File: src/rtl/store_buffer.sv
// Store buffer between MEM stage and data memory: in-order FIFO drain with load-hazard detect.
// Optional STORE_MERGE_EN: a store to the newest entry's word merges into it instead of allocating.
module store_buffer #(
  parameter int DEPTH = 4
) (
  input  logic                       clk,
  input  logic                       rst_n,
  input  logic                       st_valid,
  input  logic [31:0]                st_addr,
  input  logic [31:0]                st_wdata,
  input  logic [3:0]                 st_mbe,
  output logic                       st_ready,
  input  logic                       ld_valid,
  input  logic [31:0]                ld_addr,
  output logic                       ld_hazard,
  output logic                       dmem_write,
  output logic [31:0]                dmem_address,
  output logic [31:0]                dmem_wdata,
  output logic [3:0]                 dmem_mbe,
  input  logic                       dmem_resp,
  output logic                       empty,
  output logic [$clog2(DEPTH+1)-1:0] count
);

  localparam int PW = $clog2(DEPTH);
  localparam int CW = $clog2(DEPTH+1);
  localparam logic [PW-1:0] PTR_ONE = PW'(1);
  localparam logic [CW-1:0] CNT_ONE = CW'(1);
  localparam logic [CW-1:0] CNT_FULL = CW'(DEPTH);

  typedef enum logic {IDLE = 1'b0, WRITE = 1'b1} state_e;

  state_e          state_q, state_d;
  logic [PW-1:0]   head_q, head_d, tail_q, tail_d;
  logic [CW-1:0]   count_q, count_d;
  logic [29:0]     addr_q  [DEPTH];
  logic [29:0]     addr_d  [DEPTH];
  logic [31:0]     wdata_q [DEPTH];
  logic [31:0]     wdata_d [DEPTH];
  logic [3:0]      mbe_q   [DEPTH];
  logic [3:0]      mbe_d   [DEPTH];
  logic            dmem_write_q, dmem_write_d;
  logic [31:0]     dmem_address_q, dmem_address_d;
  logic [31:0]     dmem_wdata_q, dmem_wdata_d;
  logic [3:0]      dmem_mbe_q, dmem_mbe_d;

  logic            push_s, enq_s, merge_s, head_merge_s, pop_s;
  logic [PW-1:0]   newest_s;
  logic [31:0]     merged_wdata_s;
  logic [3:0]      merged_mbe_s;
  logic            hazard_s;
  logic            unused_s;

  assign unused_s = ^{st_addr[1:0], ld_addr[1:0]};

  // Push/merge decode and the merged view of the newest entry.
  always_comb begin
    push_s   = st_valid && st_ready && (st_mbe != 4'b0000);
    newest_s = tail_q - PTR_ONE;
`ifdef STORE_MERGE_EN
    merge_s  = push_s && (count_q != {CW{1'b0}}) &&
               (addr_q[newest_s] == st_addr[31:2]) &&
               !((state_q == WRITE) && (newest_s == head_q));
`else
    merge_s  = 1'b0;
`endif
    head_merge_s = merge_s && (newest_s == head_q);
    enq_s        = push_s && !merge_s;
    pop_s        = (state_q == WRITE) && dmem_resp;
    for (int b = 0; b < 4; b++) begin
      merged_wdata_s[8*b +: 8] = st_mbe[b] ? st_wdata[8*b +: 8] : wdata_q[newest_s][8*b +: 8];
    end
    merged_mbe_s = mbe_q[newest_s] | st_mbe;
  end

  // Next-state for storage, pointers and occupancy.
  always_comb begin
    addr_d  = addr_q;
    wdata_d = wdata_q;
    mbe_d   = mbe_q;
    if (enq_s) begin
      addr_d[tail_q]  = st_addr[31:2];
      wdata_d[tail_q] = st_wdata;
      mbe_d[tail_q]   = st_mbe;
    end else if (merge_s) begin
      wdata_d[newest_s] = merged_wdata_s;
      mbe_d[newest_s]   = merged_mbe_s;
    end else begin
      addr_d = addr_q;
    end
    tail_d = enq_s ? tail_q + PTR_ONE : tail_q;
    head_d = pop_s ? head_q + PTR_ONE : head_q;
    case ({enq_s, pop_s})
      2'b10:   count_d = count_q + CNT_ONE;
      2'b01:   count_d = count_q - CNT_ONE;
      default: count_d = count_q;
    endcase
  end

  // Drain FSM next state and registered dmem request fields.
  always_comb begin
    state_d        = state_q;
    dmem_write_d   = dmem_write_q;
    dmem_address_d = dmem_address_q;
    dmem_wdata_d   = dmem_wdata_q;
    dmem_mbe_d     = dmem_mbe_q;
    case (state_q)
      IDLE: begin
        if (count_q != {CW{1'b0}}) begin
          // A merge landing on the head this edge must be reflected in the launched write.
          state_d        = WRITE;
          dmem_write_d   = 1'b1;
          dmem_address_d = {addr_q[head_q], 2'b00};
          dmem_wdata_d   = head_merge_s ? merged_wdata_s : wdata_q[head_q];
          dmem_mbe_d     = head_merge_s ? merged_mbe_s : mbe_q[head_q];
        end else begin
          dmem_write_d = 1'b0;
        end
      end
      WRITE: begin
        if (dmem_resp) begin
          state_d      = IDLE;
          dmem_write_d = 1'b0;
        end else begin
          dmem_write_d = 1'b1;
        end
      end
      default: begin
        state_d      = IDLE;
        dmem_write_d = 1'b0;
      end
    endcase
  end

  // Word-match of the load against every live entry, including the in-flight head.
  always_comb begin
    hazard_s = 1'b0;
    for (int i = 0; i < DEPTH; i++) begin
      if ((CW'(PW'(i) - head_q) < count_q) && (addr_q[i] == ld_addr[31:2])) begin
        hazard_s = 1'b1;
      end else begin
        hazard_s = hazard_s;
      end
    end
  end

  // State, pointer, storage and output registers.
  always_ff @(posedge clk or negedge rst_n) begin
    if (!rst_n) begin
      state_q        <= IDLE;
      head_q         <= {PW{1'b0}};
      tail_q         <= {PW{1'b0}};
      count_q        <= {CW{1'b0}};
      dmem_write_q   <= 1'b0;
      dmem_address_q <= 32'h0000_0000;
      dmem_wdata_q   <= 32'h0000_0000;
      dmem_mbe_q     <= 4'b0000;
      for (int i = 0; i < DEPTH; i++) begin
        addr_q[i]  <= 30'h0000_0000;
        wdata_q[i] <= 32'h0000_0000;
        mbe_q[i]   <= 4'b0000;
      end
    end else begin
      state_q        <= state_d;
      head_q         <= head_d;
      tail_q         <= tail_d;
      count_q        <= count_d;
      dmem_write_q   <= dmem_write_d;
      dmem_address_q <= dmem_address_d;
      dmem_wdata_q   <= dmem_wdata_d;
      dmem_mbe_q     <= dmem_mbe_d;
      addr_q         <= addr_d;
      wdata_q        <= wdata_d;
      mbe_q          <= mbe_d;
    end
  end

  assign st_ready     = (count_q != CNT_FULL);
  assign empty        = (count_q == {CW{1'b0}});
  assign count        = count_q;
  assign ld_hazard    = ld_valid && hazard_s;
  assign dmem_write   = dmem_write_q;
  assign dmem_address = dmem_address_q;
  assign dmem_wdata   = dmem_wdata_q;
  assign dmem_mbe     = dmem_mbe_q;

endmodule

File: config.mk
export PLATFORM = sky130hd
export DESIGN_NAME = store_buffer
export DESIGN_NICKNAME = d
export VERILOG_FILES = /design/src/rtl/store_buffer.sv
export SDC_FILE = /design/constraint.sdc
export NUM_CORES = 1
export LEC_CHECK = 0
export ABC_AREA = 1
export CORE_MARGIN = 1.5
export CORE_UTILIZATION = 55
export DETAILED_ROUTE_END_ITERATION = 8
export GPL_ROUTABILITY_DRIVEN = 0
export MAX_ROUTING_LAYER = met4
export PLACE_DENSITY = 0.83
export SYNTH_ARGS = -nofsm -noshare
export SYNTH_HDL_FRONTEND = slang
export SYNTH_SLANG_ARGS = --single-unit
export TNS_END_PERCENT = 100
File: constraint.sdc
create_clock -name clk -period 3.8 [get_ports clk]
set_clock_uncertainty 0.05 [all_clocks]
set_input_delay 0.76 -clock clk [delete_from_list [all_inputs] [get_ports clk]]
set_output_delay 0.76 -clock clk [all_outputs]
set_load 0.02 [all_outputs]
# --- Word-level counts from Yosys, hierarchy flattened ---
# Index checks and enable logic that the tools add are counted.
classes:
  add_sub_neg: 8
  magnitude_cmp: 7
  n_eq_ne: 7
  n_mux: 26
  bitwise: 3
  reduce_logical: 14
op_table:
  columns: ["operator", "count"]
  rows:
  - ["$bwmux W128", 1]
  - ["$bwmux W120", 1]
  - ["$eq A30 B30 Y1", 4]
  - ["$mux W32", 3]
  - ["$mux W30", 3]
  - ["$bmux W32 S2", 1]
  - ["$demux W32 S2", 1]
  - ["$bmux W30 S2", 1]
  - ["$demux W30 S2", 1]
  - ["$bwmux W16", 1]
  - ["$lt A3 B3 Y1", 4]
  - ["$mux W4", 3]
  - ["$logic_and A1 B1 Y1", 9]
  - ["$bmux W4 S2", 1]
  - ["$demux W4 S2", 1]
  - ["$ge A3 B3 Y1 const B", 2]
  - ["$mux W1", 6]
  - ["$not A2 Y3", 2]
  - ["$pmux W3 S2", 1]
  - ["$sub A1 B2 Y3 const A", 2]
  - ["$sub A2 B2 Y3 const A", 2]
  - ["$add A2 B1 Y2 const B", 2]
  - ["$reduce_bool A4 Y1", 1]
  - ["$add A3 B1 Y3 const B", 1]
  - ["other kinds (11)", 11]
word_totals:
  register_bits: 338
  inputBits: 105
  output_inout_bits: 75
  elab_cells: 84

# --- Longest topological paths before layout ---
# Gate-level depths: netlist (run 1).
logic_depth:
  ltp_word: 8
  ltp_mapped: 15
  ltp_nobuf: 13

# --- Least setup slack after synthesis (run 1) ---
# No wires, ideal clock.
synth_timing:
  path_kind: "register to output"
  start: "register head_q[0]"
  end: "output ld_hazard"
  t_arrival_ns: 2.333
  t_required_ns: 2.990
  path_slack_ns: 0.657
  stages_incl_launch_ff: 16
  path_buffers: 2
  path_cell_list: "dfrtp_1 inv_1 clkbuf_1 clkbuf_1 ha_1 inv_1 ha_1 nand2_1 nand2_1 nand2_1 nand3_1 nor2_1 nand3_1 nand2_1 nor2_1 nor2_1"
synth_between:
  elab_chain_cells: 8
  elab_cells_between_ends: 17
  classes_between: "add/sub (4); order compare (4); mux (4); reduce/logical (5)"
synth_rtl:
  columns: ["item", "line", "text"]
  rows:
  - ["start: declaration", "34", "logic [PW-1:0] head_q, head_d, tail_q, tail_d;"]
  - ["start signal: assignment", "151", "head_q <= {PW{1'b0}};"]
  - ["$sub A1 B2 Y3", "139", "if ((CW'(PW'(i) - head_q) < count_q) && (addr_q[i] == ld_addr[31:2])) begin"]
  - ["$lt A3 B3 Y1", "139", null]
  - ["$logic_and A1 B1 Y1", "139", null]
  - ["$mux W1 (3 in a row)", "139", null]
  - ["$mux W1 (*)", "139", null]
  - ["$logic_and A1 B1 Y1 (*)", "181", "assign ld_hazard = ld_valid && hazard_s;"]
  - ["end: declaration", "15", "output logic ld_hazard,"]
# Every way passes the cells marked *; elsewhere a longest branch is shown, timed or not.

# --- Worst setup path after layout (run 1) ---
# Ends and elaborated chain as after synthesis.

==> impl_results.md, run 1 <==
* Die Area at approximately 31000 sq um
* Synth Flop Type: dfrtp_1
* Sw Pwr at around 7400 uW
* Slowest-stage cell, CP: dfrtp_4
* Relative slew slack at 38.67%
* Core Footprint at 29640 sq um
* Tcrit/Tclk final at 94.46%
* Post-CTS Hold Fix Bufs at 0
* Switching Share at about two fifths
* ANT nets after route at 0
* Worst setup EP type: output pin
* Critical Path AT at 2780 ps
* Top-area cell type share of the netlist area at between 50% and 60%
* FP Rows at 63
* Number of max-cap violations at 0
* YS warnings at 0
* Deepest clock path buffer count at 3
* RSZ-0062 raised after global routing: no
* Netlist cell types at 30
* Nets@finish at between 2000 and 2500
* Seq cells post-synth at 338
* Pint at 10280 uW
* Power Density at 888.3 nW/um^2
* CTS tree: yes
* Height of the die at 176.6 um
* Starting Density at 55.91%
* Share of layout cells above drive strength 1 at under 10%
* Gr usage total at between 30% and 40%
* Peak supply drop at about 920 uV
* Post-detail-place hpwl at 28.57 mm
* EDFF count, synth at 0
* Pwr Total at 17650 uW
* Vias per cell at 5.651
* Status: finished clean
* Drt wl/cell at 17.56 um
* DRT iter0 DRCs at 1414
* Gate Count Post-Synth at 2110
* Vias in the first global route at 14660
* DRC Markers at 0
* IO Count at 180
* Netlist Area Pre-Place at 16570 sq um
* Width of the die at 176.6 um
* Crit path cell chain: buf_6, ha_1, ha_1, o21bai_1, nor2_1, nand3_1, nor2_1, nand3_1, nand2_1, nor2_1, nor2_1, dlygate4sd2_1
* Root buffer cell: clkbuf_16
* Port bufs at 173
* Clk pwr share at 20.7%
* Leakage power at 0.009182 uW
* Final hold vios at 0
* Critical Path RT at 2990 ps
* Register area share after synthesis at 51.04%
* Crit-path most repeated cell: nor2_1
* Grt ovf at 0
* WL final at 46.47 mm
* Worst min-delay path category: in -> async
* Flop-to-flop setup slack at between 1000 and 1500 ps
* Clock Latency Late Sink at 540 ps
* Top cell type by total area after synthesis: dfrtp_1
* Final Max Tran Viols at 0
* FMAX at 278.6 MHz
* Fin crit period at 3590 ps
* Setup TNS at 0 ps
* H-tree Lvls at 2
* Final Setup Violations at 0
* DRT Pass-1 Iters at 8
* Critical path type: reg -> out
* First-pass GRT wire length at 74.29 mm
* Largest net degree at the start of global routing at 85
* Largest cells by area after synthesis: dfrtp_1, nand2_1, o21ai_0
* Vias at 14960
* Num CTS Buffers at 37
* Async set-reset flop share out of synthesis at 100.0%
* Critical path's largest stage delay at 480 ps
* Post-placement cell area at 18610 sq um
* Clock slew seen by the registers of the worst setup and hold paths at 60 ps
* Layout area overhead at 19.90%
* Element type at the critical path start: register
* Initial antenna violation count at 5
* Post-layout instance area at 19870 sq um
* Mean Syn Cell Area at 7.854 sq um
* Worst-Margin Slew at 919.9 ps
* Top fanout value on the critical path at 46
* Num Clock Sinks at 338
* Logic pwr share at 43.4%
* Flop pwr share at between 30% and 40%
==> per-layer routing <==
metal  share of wire [%]  GRT usage [%]  vias to the layer above
li1                    -              -                     7018
met1                  39          39.11                     7115
met2                  48          50.03                      719
met3                 9.5          6.115                      105
met4                 3.0          10.98                        0
met5                   0              -                        -
==> stage by stage <==
step                      cells  setup WS (ps)  utilization, %  hold slack [ps]
after floorplan            2111          657.0               -            391.8
after global placement     2575          74.63           62.80            406.2
after detailed placement   2575          60.58           62.80            413.1
after CTS                  2642          210.5           67.00            180.8
after global routing       2647          58.28           67.04            211.4
final                      2647          210.5           67.04            168.5
==> repair_timing <==
item                       CTS  global route
setup endpoints to repair    1             0
setup buffers                0             0
gates resized for setup      2             0
hold endpoints to repair     0             0
==> flip-flops by register name, indices dropped and copies added (netlist names) <==
signal	flops
wdata_q	128
addr_q	120
dmem_wdata	32
dmem_address	30
mbe_q	16
dmem_mbe	4
count	3
head_q	2
tail_q	2
dmem_write	1
==> area by class of cell <==
| type | count | area [sq um] |
|---|---|---|
| diodes | 5 | 12.51 |
| fillers | 2405 | 9768 |
| multi-input cells | 1422 | 6761 |
| repair buffers | 210 | 2092 |
| clock inverters | 10 | 131.4 |
| clock buffers | 57 | 1112 |
| flip-flops and latches | 338 | 8466 |
| well taps | 390 | 488.0 |
| inverters | 215 | 807.0 |
==> synthesized netlist by cell type (9+ instances only) <==
library cell	n
nand2_1	609
o21ai_0	359
dfrtp_1	338
inv_1	213
nor2_1	128
a21oi_1	106
clkbuf_1	89
a31oi_1	66
xnor2_1	34
o211ai_1	33
buf_2	31
xor2_1	20
o21ai_1	15
ha_1	14
nand3_1	11
buf_1	9
==> power groups by stage <==
stage	Sequential (uW)	Combinational, uW	Clock [uW]
global placement	6280	7270	0
detailed placement	6360	7520	0
floorplan	6550	4600	0
global route	6520	8520	3840
finish	6330	7660	3660
CTS	6310	7610	3690
==> worst max-delay path: cells and delay by family, from the launching register on <==
| family | cells | cell delay (ps) |
|---|---|---|
| AND/OR/NAND/NOR | 7 | 650 |
| buffers and inverters | 2 | 540 |
| flip-flops | 1 | 480 |
| adder cells (fa/ha/maj) | 2 | 410 |
| AO/OA/AOI/OAI | 1 | 150 |
==> placed cells by master, fill, tap and decap left out, drive strengths merged <==
cell           Yosys  routed
a21oi            106     106
a31oi             66      66
buf               47      38
bufinv             0       2
clkbuf            89      57
clkdlybuf4s50      0     171
clkinv             1       7
clkinvlp           0       2
conb               1       2
dfrtp            338     338
diode              0       5
dlygate4sd2        0       1
fa                 1       1
ha                14      14
inv              214     214
nand2            609     609
nand3             11      11
nand3b             1       1
nand4              8       8
nor2             131     131
nor3               1       1
o211ai            33      33
o21ai            374     374
o21bai             1       1
o22ai              8       8
o311ai             1       1
or2                1       1
xnor2             34      34
xor2              20      20
==> kinds of logic (layout without fill, tap and decap cells) <==
| logic type | after synthesis | after routing | synth area share [%] |
|---|---|---|---|
| buffers and inverters | 351 | 492 | 8.365 |
| xor gates and xnor gates | 54 | 54 | 2.854 |
| other | 1 | 7 | 0.02263 |
| AOI/OAI and AO/OA | 589 | 589 | 18.99 |
| adders and majority gates | 15 | 15 | 1.178 |
| and+or+nand+nor | 762 | 762 | 17.55 |
| DFF | 338 | 338 | 51.04 |
==> path summary, 6_finish.rpt <==
check                             start  depth (start not counted)                to
min in group clk           wdata_q[105]                          2      wdata_q[105]
max in group asynchronous         rst_n                          2       wdata_q[75]
setup reg to reg               count[1]                          7       wdata_q[65]
setup / recovery              head_q[0]                         12         ld_hazard
hold / removal                    rst_n                          1  dmem_address[10]
hold reg to reg            wdata_q[105]                          2      wdata_q[105]
Power figures use the tool's default switching activity.
==> run 2, diff against run 1 <==
--- a/config.mk
+++ b/config.mk
@@ -8,10 +8,12 @@
 export ABC_AREA = 1
 export CORE_MARGIN = 1.5
 export CORE_UTILIZATION = 55
+export CTS_BUF_LIST = sky130_fd_sc_hd__clkbuf_4 sky130_fd_sc_hd__clkbuf_8
 export DETAILED_ROUTE_END_ITERATION = 8
 export GPL_ROUTABILITY_DRIVEN = 0
 export MAX_ROUTING_LAYER = met4
 export PLACE_DENSITY = 0.83
+export SLEW_MARGIN = 20
 export SYNTH_ARGS = -nofsm -noshare
 export SYNTH_HDL_FRONTEND = slang
 export SYNTH_SLANG_ARGS = --single-unit
==> run 2 against run 1 <==
Critical path depth stayed put. Highest routed layer unchanged. Largest power group unchanged. Via count hardly changed. Total power is 2.8% lower. Core utilization is 0.43 points lower. Sequential cell count stayed put. Global-route usage is 0.14 points lower.
==> impl_results.md, run 2 (synthesis results as in run 1) <==
* Slowest-stage cell, CP: dfrtp_4
* Largest Register: wdata_q
* Share of layout cells above drive strength 1 at 6.275% (+1.6 points)
* Die Area at 31180 sq um (unchanged)
* Fin crit period at 3495 ps (-94.84 ps)
* Leakage power at 0.009176 uW (about the same)
* Max reg flops at 128 (unchanged)
* Clock slew seen by the registers of the worst setup and hold paths at 60 ps (about the same)
* WP buf/inv at 2 (unchanged)
* Core Footprint at 29640 sq um (unchanged)
* Gr usage total at 30.88% (-0.14 points)
* Num CTS Buffers at 55 (+49%)
* Number of max-cap violations at 0 (unchanged)
* Post-detail-place hpwl at 28.57 mm (unchanged)
* WL final at 46.08 mm (-0.86%)
* Worst setup EP type: output pin
* Critical path's largest stage delay at 480 ps (about the same)
* DRT iter0 DRCs at 1438 (+1.7%)
* Top fanout value on the critical path at 46 (unchanged)
* Root buffer cell: clkbuf_8
* Critical Path RT at 2990 ps (about the same)
* FMAX at 286.2 MHz (+2.7%)
* Vias at 14950 (-0.067%)
* Largest net degree at the start of global routing at 85 (unchanged)
* Setup TNS at 0 ps (unchanged)
* Critical path type: reg -> out
* Relative slew slack at 38.23% (-0.44 points)
* RSZ-0062 raised after global routing: no
* Power Density at 869.2 nW/um^2 (-2.1%)
* Status: finished clean
* Grt ovf at 0 (unchanged)
* Final hold vios at 0 (unchanged)
* Peak supply drop at 926.6 uV (+1.1%)
* Clock Latency Late Sink at 590 ps (+50 ps)
* Vias per cell at 5.590 (-1.1%)
* Worst-Margin Slew at 926.5 ps (+6.593 ps)
* Width of the die at 176.6 um (unchanged)
* Vias in the first global route at 14710 (+0.37%)
* Worst min-delay path category: in -> async
* Final Util at 66.61% (-0.43 points)
* Tcrit/Tclk final at 91.97% (-2.5 points)
* DRC Markers at 0 (unchanged)
* Initial antenna violation count at 5 (unchanged)
* Num Clock Sinks at 338 (unchanged)
* Nets@finish at 2362 (+0.77%)
* IO Count at 180 (unchanged)
* Drt wl/cell at 17.23 um (-1.9%)
* Height of the die at 176.6 um (unchanged)
* H-tree Lvls at 2 (unchanged)
* FP Rows at 63 (unchanged)
* Post-placement cell area at 18610 sq um (unchanged)
* CTS tree: yes
* Element type at the critical path start: register
* Final Setup Violations at 0 (unchanged)
* First-pass GRT wire length at 73.83 mm (-0.61%)
* Port bufs at 173 (unchanged)
* Final Max Tran Viols at 0 (unchanged)
* Crit path cell chain: buf_6, ha_1, ha_1, o21bai_1, nor2_1, nand3_1, nor2_1, nand3_1, nand2_1, nor2_1, nor2_1, clkbuf_2
* Most common cell after layout, fill and taps aside: nand2_1
* Starting Density at 55.91% (unchanged)
* DRT Pass-1 Iters at 5 (-3)
* Crit-path most repeated cell: nor2_1
* Deepest clock path buffer count at 3 (unchanged)
* Layout area overhead at 19.13%
* Most frequent cells in the layout: nand2_1, o21ai_0, dfrtp_1
* CP top delay family: simple AND/OR/NAND/NOR gates
* Critical Path AT at 2680 ps (-100 ps)
* ANT nets after route at 0 (unchanged)
* Post-layout instance area at 19740 sq um (-0.64%)
==> run 2: cell count changes in the layout (fill, tap and decap cells not counted), sizes merged <==
cell	change
clkinvlp	-2
dlygate4sd2	-1
clkinv	-3
clkbuf	+34
bufinv	-2
inv	+1
==> run 2: metal layers <==
metal | vias to the layer above | global-route usage [%] | part of all wire [%]
met5 | - | - | 0
met4 | 0 | 10.59 | 2.6
met3 | 104 | 6.266 | 9.1
met2 | 667 | 50.07 | 48
met1 | 7118 | 38.72 | 40
li1 | 7058 | - | -
==> run 2: report_power, final <==
part           total (uW)  switching, uW  internal (uW)
Clock                3200           1410           1790
Sequential           6330            965           5360
Combinational        7630           4880           2750
Total               17200           7250           9910
==> run 2: per-stage QoR <==
stage                     hold slack [ps]  cells  power (uW)  setup slack (ps)
after detailed placement            413.1   2575       13880             60.58
after floorplan                     391.8   2111       11150             657.0
after CTS                           114.0   2669       17150             132.2
after global placement              406.2   2575       13550             74.63
after global routing                153.2   2674       18450             118.7
final                               103.0   2674       17160             305.3
==> run 2: worst paths after layout <==
| check | startpoint | endpoint | slack [ps] | cells after the start |
|---|---|---|---|---|
| min | rst_n | dmem_address[10] | 100 | 1 |
| max reg2reg | count[1] | wdata_q[72] | 1210 | 8 |
| max in group asynchronous | rst_n | wdata_q[40] | 2730 | 2 |
| min reg2reg | wdata_q[105] | wdata_q[105] | 430 | 2 |
| min in group clk | wdata_q[105] | wdata_q[105] | 430 | 2 |
| max | head_q[0] | ld_hazard | 310 | 12 |
==> run 2: what timing repair did <==
item	4_1_cts	5_1_grt
setup buffers	0	0
resized for setup	2	3
setup endpoints to repair	1	1
hold buffers	0	0
==> run 2: area by class of cell <==
| class | count | area, sq um |
|---|---|---|
| Inverter | 215 | 807.0 |
| Timing Repair Buffer | 210 | 2092 |
| Antenna cell | 5 | 12.51 |
| Clock inverter | 4 | 27.53 |
| Sequential cell | 338 | 8466 |
| Fill cell | 2454 | 9896 |
| Clock buffer | 90 | 1089 |
| Multi-Input combinational cell | 1422 | 6761 |
| Tap cell | 390 | 488.0 |
